==> src/rtl/uart_receiver_if.sv <==
// Serial RX line plus the received-byte stream toward the consumer.
// The receiver drives the byte side (master); the line driver and consumer side is the slave.
interface uart_receiver_if;
   logic       rx;
   logic [7:0] data;
   logic       data_valid;
   logic       frame_err;
   logic       rx_busy;

   modport master (
      input  rx,
      output data,
      output data_valid,
      output frame_err,
      output rx_busy
   );

   modport slave (
      output rx,
      input  data,
      input  data_valid,
      input  frame_err,
      input  rx_busy
   );
endinterface

==> src/rtl/uart_receiver.sv <==
// 8N1 UART receiver: mid-bit sampling, byte strobe one cycle after the stop sample.
// No backpressure: the consumer must take data within one frame time.
module uart_receiver #(
   parameter int p_CLOCKS_PER_BAUD = 868
) (
   input  logic            i_CLK,
   input  logic            i_RESET,
   uart_receiver_if.master rx_bus
);
   localparam int CW = $clog2(p_CLOCKS_PER_BAUD);
   localparam logic [CW-1:0] HALF_LAST = CW'(p_CLOCKS_PER_BAUD / 2 - 1);
   localparam logic [CW-1:0] BAUD_LAST = CW'(p_CLOCKS_PER_BAUD - 1);

   typedef enum logic [1:0] {s_IDLE, s_START, s_DATA, s_STOP} state_t;

   state_t        state;
   logic [CW-1:0] baud_cnt;
   logic [2:0]    bit_idx;
   logic [7:0]    shift_reg;
   logic [1:0]    rx_sync;
   logic          rx_s;
   logic          rx_q;
   logic [7:0]    data_r;
   logic          data_valid_r;
   logic          frame_err_r;

   assign rx_s = rx_sync[1];

   always_ff @(posedge i_CLK) begin
      if (i_RESET) begin
         state        <= s_IDLE;
         baud_cnt     <= '0;
         bit_idx      <= '0;
         shift_reg    <= '0;
         rx_sync      <= 2'b11;
         rx_q         <= 1'b1;
         data_r       <= '0;
         data_valid_r <= 1'b0;
         frame_err_r  <= 1'b0;
      end else begin
         rx_sync      <= {rx_sync[0], rx_bus.rx};
         rx_q         <= rx_s;
         data_valid_r <= 1'b0;
         frame_err_r  <= 1'b0;
         case (state)
            s_IDLE: begin
               baud_cnt <= '0;
               // Edge-triggered only, so a line held low (break) cannot retrigger.
               if (rx_q && !rx_s)
                  state <= s_START;
            end
            s_START: begin
               if (baud_cnt == HALF_LAST) begin
                  baud_cnt <= '0;
                  if (!rx_s) begin
                     state   <= s_DATA;
                     bit_idx <= '0;
                  end else begin
                     state <= s_IDLE;
                  end
               end else begin
                  baud_cnt <= baud_cnt + 1'b1;
               end
            end
            s_DATA: begin
               if (baud_cnt == BAUD_LAST) begin
                  baud_cnt  <= '0;
                  shift_reg <= {rx_s, shift_reg[7:1]};
                  bit_idx   <= bit_idx + 3'd1;
                  if (bit_idx == 3'd7)
                     state <= s_STOP;
               end else begin
                  baud_cnt <= baud_cnt + 1'b1;
               end
            end
            s_STOP: begin
               if (baud_cnt == BAUD_LAST) begin
                  baud_cnt <= '0;
                  state    <= s_IDLE;
                  if (rx_s) begin
                     data_r       <= shift_reg;
                     data_valid_r <= 1'b1;
                  end else begin
                     frame_err_r <= 1'b1;
                  end
               end else begin
                  baud_cnt <= baud_cnt + 1'b1;
               end
            end
            default: state <= s_IDLE;
         endcase
      end
   end

   assign rx_bus.data       = data_r;
   assign rx_bus.data_valid = data_valid_r;
   assign rx_bus.frame_err  = frame_err_r;
   assign rx_bus.rx_busy    = (state != s_IDLE);
endmodule

==> src/flat_wrapper.sv <==
// flat-port wrapper written by rule: the top's interface ports become plain ports
module uart_receiver_flat 
#(
   parameter int p_CLOCKS_PER_BAUD = 868
)
  (i_CLK, i_RESET, rx_bus_rx, rx_bus_data, rx_bus_data_valid, rx_bus_frame_err, rx_bus_rx_busy);
  uart_receiver_if rx_bus_i ();
  input  logic i_CLK;
  input  logic i_RESET;
  input wire logic [$bits(rx_bus_i.rx)-1:0] rx_bus_rx;
  output wire logic [$bits(rx_bus_i.data)-1:0] rx_bus_data;
  output wire logic [$bits(rx_bus_i.data_valid)-1:0] rx_bus_data_valid;
  output wire logic [$bits(rx_bus_i.frame_err)-1:0] rx_bus_frame_err;
  output wire logic [$bits(rx_bus_i.rx_busy)-1:0] rx_bus_rx_busy;
  assign rx_bus_i.rx = rx_bus_rx;
  assign rx_bus_data = rx_bus_i.data;
  assign rx_bus_data_valid = rx_bus_i.data_valid;
  assign rx_bus_frame_err = rx_bus_i.frame_err;
  assign rx_bus_rx_busy = rx_bus_i.rx_busy;
  uart_receiver #(.p_CLOCKS_PER_BAUD(p_CLOCKS_PER_BAUD)) u_core (.i_CLK(i_CLK), .i_RESET(i_RESET), .rx_bus(rx_bus_i));
endmodule
==> config.mk <==
export PLATFORM = sky130hd
export DESIGN_NAME = uart_receiver_flat
export DESIGN_NICKNAME = d
export VERILOG_FILES = /design/src/rtl/uart_receiver_if.sv /design/src/rtl/uart_receiver.sv /design/src/flat_wrapper.sv
export SDC_FILE = /design/constraint.sdc
export NUM_CORES = 1
export LEC_CHECK = 0
export BUFFER_PORTS_ARGS = -buffer_cell sky130_fd_sc_hd__buf_2
export CAP_MARGIN = 40
export CORE_AREA = 2 2 59 61
export CTS_CLUSTER_SIZE = 8
export DETAILED_ROUTE_END_ITERATION = 12
export DIE_AREA = 0 0 61 63
export GPL_ROUTABILITY_DRIVEN = 0
export PLACE_DENSITY = 0.66
export SLEW_MARGIN = 10
export SYNTH_ARGS = -nofsm -noshare
export SYNTH_HDL_FRONTEND = slang
export SYNTH_SLANG_ARGS = --single-unit
export TNS_END_PERCENT = 30
==> constraint.sdc <==
create_clock -name i_CLK -period 3.03 [get_ports i_CLK]
set_input_delay 0.1515 -clock i_CLK [delete_from_list [all_inputs] [get_ports i_CLK]]
set_output_delay 0.1515 -clock i_CLK [all_outputs]
set_load 0.05 [all_outputs]
Word-level counts from Yosys, hierarchy flattened
Index checks and enable logic that the tools add are counted.
{ "word_totals": {"input_bits": 3, "register_bits": 36, "word_cells": 52} }
{ "classes": {"addsub": 2, "bitwise": 2, "eq_ne": 12, "mux": 16, "reduce_logical": 11} }
{ "op_table": {"columns": ["operator", "count"], "rows": [
  ["$pmux W10 S3", 1],
  ["$mux W10", 2],
  ["$mux W2", 6],
  ["$add A10 B1 Y10 const B", 1],
  ["$eq A10 B10 Y1 const B", 1],
  ["$eq A10 B9 Y1 const B", 1],
  ["$ne A2 B1 Y1 const B", 5],
  ["$mux W3", 3],
  ["$pmux W2 S4", 1],
  ["$pmux W3 S2", 1],
  ["$reduce_and A5 Y1", 1],
  ["$eq A2 B2 Y1 const B", 2],
  ["$reduce_and A4 Y1", 1],
  ["$reduce_bool A2 Y1", 2],
  ["$add A3 B1 Y3 const B", 1],
  ["$eq A3 B3 Y1 const B", 1],
  ["$reduce_and A3 Y1", 1],
  ["$reduce_or A3 Y1", 1],
  ["$eq A2 B1 Y1 const B", 1],
  ["$logic_not A2 Y1", 1],
  ["$mux W1", 2],
  ["$ne A2 B2 Y1 const B", 1],
  ["$not A1 Y1", 2],
  ["$reduce_and A2 Y1", 1],
  ["other kinds (3)", 3]
]} }

Depth between registers and ports, before layout
{ "depth": {"depth_word": 4, "ltp_mapped": 6} }

Least setup slack after synthesis
OpenSTA, ideal clock, no wires.
{ "synth_path": {"path_kind": "flip-flop to flip-flop", "start": "reg u_core.baud_cnt[0]", "end": "reg u_core.shift_reg[0]", "stages_incl_launch_ff": 7, "arrival_ns": 1.425, "n_path_buf": 1, "setup_time_ns": 0.128, "required_ns": 2.902, "setup_slack_ns": 1.477, "path_cell_list": "dfxtp_1 ha_1 and4b_2 and4_4 buf_12 mux2i_1 nor2_1"} }
{ "synth_between": {"elab_chain_cells": 2} }
{ "synth_lines": {"columns": ["element", "line_no", "source"], "rows": [
  ["start, declared", "uart_receiver.sv:17", "logic [CW-1:0] baud_cnt;"],
  ["start signal, assigned", "uart_receiver.sv:62", "baud_cnt <= baud_cnt + 1'b1;"],
  ["start signal, assigned", "uart_receiver.sv:73", "baud_cnt <= baud_cnt + 1'b1;"],
  ["start signal, assigned", "uart_receiver.sv:87", "baud_cnt <= baud_cnt + 1'b1;"],
  ["$eq A10 B10 Y1", "uart_receiver.sv:66", "if (baud_cnt == BAUD_LAST) begin"],
  ["$reduce_and A2 Y1 (no line)", null, null],
  ["end signal, assigned", "uart_receiver.sv:68", "shift_reg <= {rx_s, shift_reg[7:1]};"],
  ["end, declared", "uart_receiver.sv:19", "logic [7:0] shift_reg;"]
]} }
No other way between the ends.
A chain may end at the register's enable or synchronous reset.

Worst setup path in the final report
{ "layout_path": {"start": "reg u_core.baud_cnt[0]", "end": "reg u_core.data_r[1] (netlist: u_core.rx_bus.data[1])"} }
{ "layout_between": {"elab_chain_cells": 2} }
{ "layout_lines": {"columns": ["element", "line_no", "source"], "rows": [
  ["$eq A10 B10 Y1", "uart_receiver.sv:77", "if (baud_cnt == BAUD_LAST) begin"],
  ["$reduce_and A3 Y1 (no line)", null, null],
  ["end signal, assigned", "uart_receiver.sv:81", "data_r <= shift_reg;"],
  ["end, declared", "uart_receiver.sv:23", "logic [7:0] data_r;"]
]} }
No other way between the ends.

==> metrics.md <==
| Metric | Value |
|---|---|
| Clock skew after layout | `6.196 ps` |
| Setup Slack @ Placement | `1081 ps` |
| Antenna violations before repair | `0` |
| Buffer count from post-CTS setup fixing | `0` |
| Routed WL per cell | `11.53 um` |
| Static leakage | `0.6760 nW` |
| Crit path capture type | `flop` |
| WP data required | `3240 ps` |
| Initial core utilization | `0.4712` |
| Final core occ | `0.5126` |
| Die Y-Extent | `63 um` |
| Flops & latches, synth | `36` |
| CTS clock-pin slew for the worst setup and hold paths | `100 ps` |
| Final period utilization | `0.6406` |
| Synth cell types | `33` |
| Pins Over Slew Limit | `0` |
| Setup Viol. Count Final | `0` |
| Global-route usage over all layers | `0.1500` |
| Status | `finished clean` |
| Worst slew margin | `0.5981` |
| Post-Route WL | `2455 um` |
| H-tree levels | `2` |
| Via count | `1058` |
| Syn avg cell area | `10.08 sq um` |
| Syn nets | `158` |
| Vias in the first global route | `975` |
| Die Wd | `61 um` |
| RSZ-0062 raised after global routing | `false` |
| Initial DRC count | `42` |
| Synthesized area | `1523 sq um` |
| DRC Markers | `0` |
| Least-Margin Pin Slew | `601.1 ps` |
| DR pass1 iterations | `4` |
| CTS tree | `built` |
| Critical path class | `flop to flop` |
| Max Fclk | `515.2 MHz` |
| Final ANT Viol Nets | `0` |
| Most frequent cells in the layout | `36 x dfxtp_1, 30 x nor2_1, 16 x mux2i_1` |
| Mapped Cells | `151` |
| Flop pwr share | `0.625` |
| Max IR drop VDD | `0.3053 mV` |
| Num CTS Buffers | `5` |
| Sink Count | `36` |
| Layout net count | `173` |
| Setup ws final | `1089 ps` |
| Comb power frac | `0.027` |
| Max reg flops | `10` |
| Crit path time final | `1941 ps` |
| FP Rows | `21` |
| DPL Wire Length | `1709 um` |
| Final non-filler cell total | `213` |
| Longest Clk Path Bufs | `2` |
| Switching Share | `0.2200` |
| Core Area | `3232 sq um` |
| Clock share of power | `0.348` |
| Int Power | `0.5971 mW` |
| Sequential cell area fraction in the yosys report | `0.4733` |
| Crit Path Max Fanout | `9` |
| Switching power | `0.1685 mW` |
| IO Pins | `14` |
| Cell total after placement | `204` |
| P per Cell Area | `462.1 nW/um^2` |
| Most common cell after layout, fill and taps aside | `dfxtp_1` |
| Final hold vios | `0` |
| Share of post-route cells with drive strength above 1 | `0.1796` |
| Maxcap violations | `0` |
| Layout area overhead | `8.792%` |
| Global-route wire length before repair | `4374 um` |
| Worst EP arrival | `2150 ps` |
| Clock root buffer | `clkbuf_4` |
| Yosys warns | `0` |
| Die Area | `3843 sq um` |
| Vias/cell | `4.967` |
| CP startpoint kind | `flop` |
| Largest net degree at the start of global routing | `28` |
| # diodes | `0` |
| TNS Setup | `0 ps` |
| Class of the worst hold path | `input port to flop` |
| Total grt overflow | `0` |
| Clk_lat worst skew | `330 ps` |
| PortBufs | `13` |
| WHS | `233.4 ps` |
==> final timing paths <==
check                           cells after the start  slack [ps]                    end                from
worst min register to register                      1         430      u_core.rx_sync[1]   u_core.rx_sync[0]
worst min-delay path                                2         230  u_core.rx_bus.data[0]             i_RESET
worst max-delay path                                5        1090  u_core.rx_bus.data[1]  u_core.baud_cnt[0]
worst max register to register                      5        1090  u_core.rx_bus.data[1]  u_core.baud_cnt[0]
==> what timing repair did <==
| action | 4_1_cts | 5_1_grt |
|---|---|---|
| endpoints found under the hold margin | 1 | 0 |
| hold buffers | 1 | 0 |
| gates resized for setup | 0 | 0 |
==> stage by stage <==
step	total power, mW	instance area (sq um)
2_1_floorplan	0.5073	1523
3_3_place_gp	0.5085	1584
3_5_place_dp	0.5091	1584
4_1_cts	0.7794	1657
5_1_grt	0.7998	1657
6_report	0.7655	1657
==> critical path: stages, from the launching register on <==
cell and delay [ps]:
dfxtp_1 450, ha_1 280, and3_1 200, nand4_1 490
mux2i_1 360, nor2_1 60
==> kinds of logic after synthesis <==
| logic type | after synthesis | share of synthesized area |
|---|---|---|
| AOI/OAI and AO/OA | 9 | 0.05095 |
| DFF | 36 | 0.4733 |
| and+or+nand+nor | 67 | 0.2358 |
| buffers and inverters | 10 | 0.05012 |
| xor gates and xnor gates | 9 | 0.05177 |
| adders and majority gates | 4 | 0.03287 |
| muxes | 16 | 0.1052 |
==> synthesized netlist by cell type <==
cell type | number | area share
dfxtp_1 | 36 | 0.47
o21ai_0 | 1 | 0.0033
clkbuf_1 | 1 | 0.0025
a221o_1 | 1 | 0.0066
or2_2 | 4 | 0.016
o31ai_1 | 1 | 0.0049
nor2_1 | 30 | 0.074
xor2_1 | 3 | 0.017
and4b_2 | 1 | 0.0074
mux2i_1 | 16 | 0.11
nor3b_4 | 1 | 0.012
buf_12 | 1 | 0.013
nor3b_2 | 1 | 0.0082
nand3_1 | 6 | 0.020
and4_4 | 1 | 0.0074
and3_2 | 1 | 0.0049
ha_1 | 4 | 0.033
and3_1 | 3 | 0.012
nor3b_1 | 1 | 0.0049
clkbuf_8 | 2 | 0.018
nand2_1 | 5 | 0.012
nor2b_1 | 2 | 0.0082
and4b_1 | 1 | 0.0066
nor3_1 | 3 | 0.0099
nand4_1 | 3 | 0.012
nand3b_1 | 3 | 0.015
a21oi_1 | 4 | 0.013
xnor2_1 | 6 | 0.035
buf_2 | 2 | 0.0066
nand2b_1 | 1 | 0.0041
inv_1 | 4 | 0.0099
a32oi_4 | 1 | 0.018
a211oi_1 | 1 | 0.0049
==> power by group through the flow <==
stage	logic, mW	clock network, mW	registers [mW]
finish	0.0205	0.266	0.479
global route	0.0229	0.298	0.479
CTS	0.0208	0.280	0.479
detailed placement	0.0197	0	0.489
global placement	0.0193	0	0.489
floorplan	0.0189	0	0.488
==> layout make-up <==
class | instances | area, sq um
Clock buffer | 7 | 55.05
Tap cell | 46 | 57.56
Sequential cell | 36 | 720.7
Inverter | 4 | 15.01
Timing Repair Buffer | 14 | 75.07
Clock inverter | 1 | 7.507
Multi-Input combinational cell | 105 | 725.7
Fill cell | 318 | 1575
==> per-layer routing <==
metal,wire (um),GRT usage,vias to the layer above
li1,-,-,544
met4,39,0.06522,0
met5,0,0,-
met2,1247,0.2298,12
met3,79,0.04555,5
met1,1089,0.1910,497
Note: power is estimated with default switching activity, not from simulation.
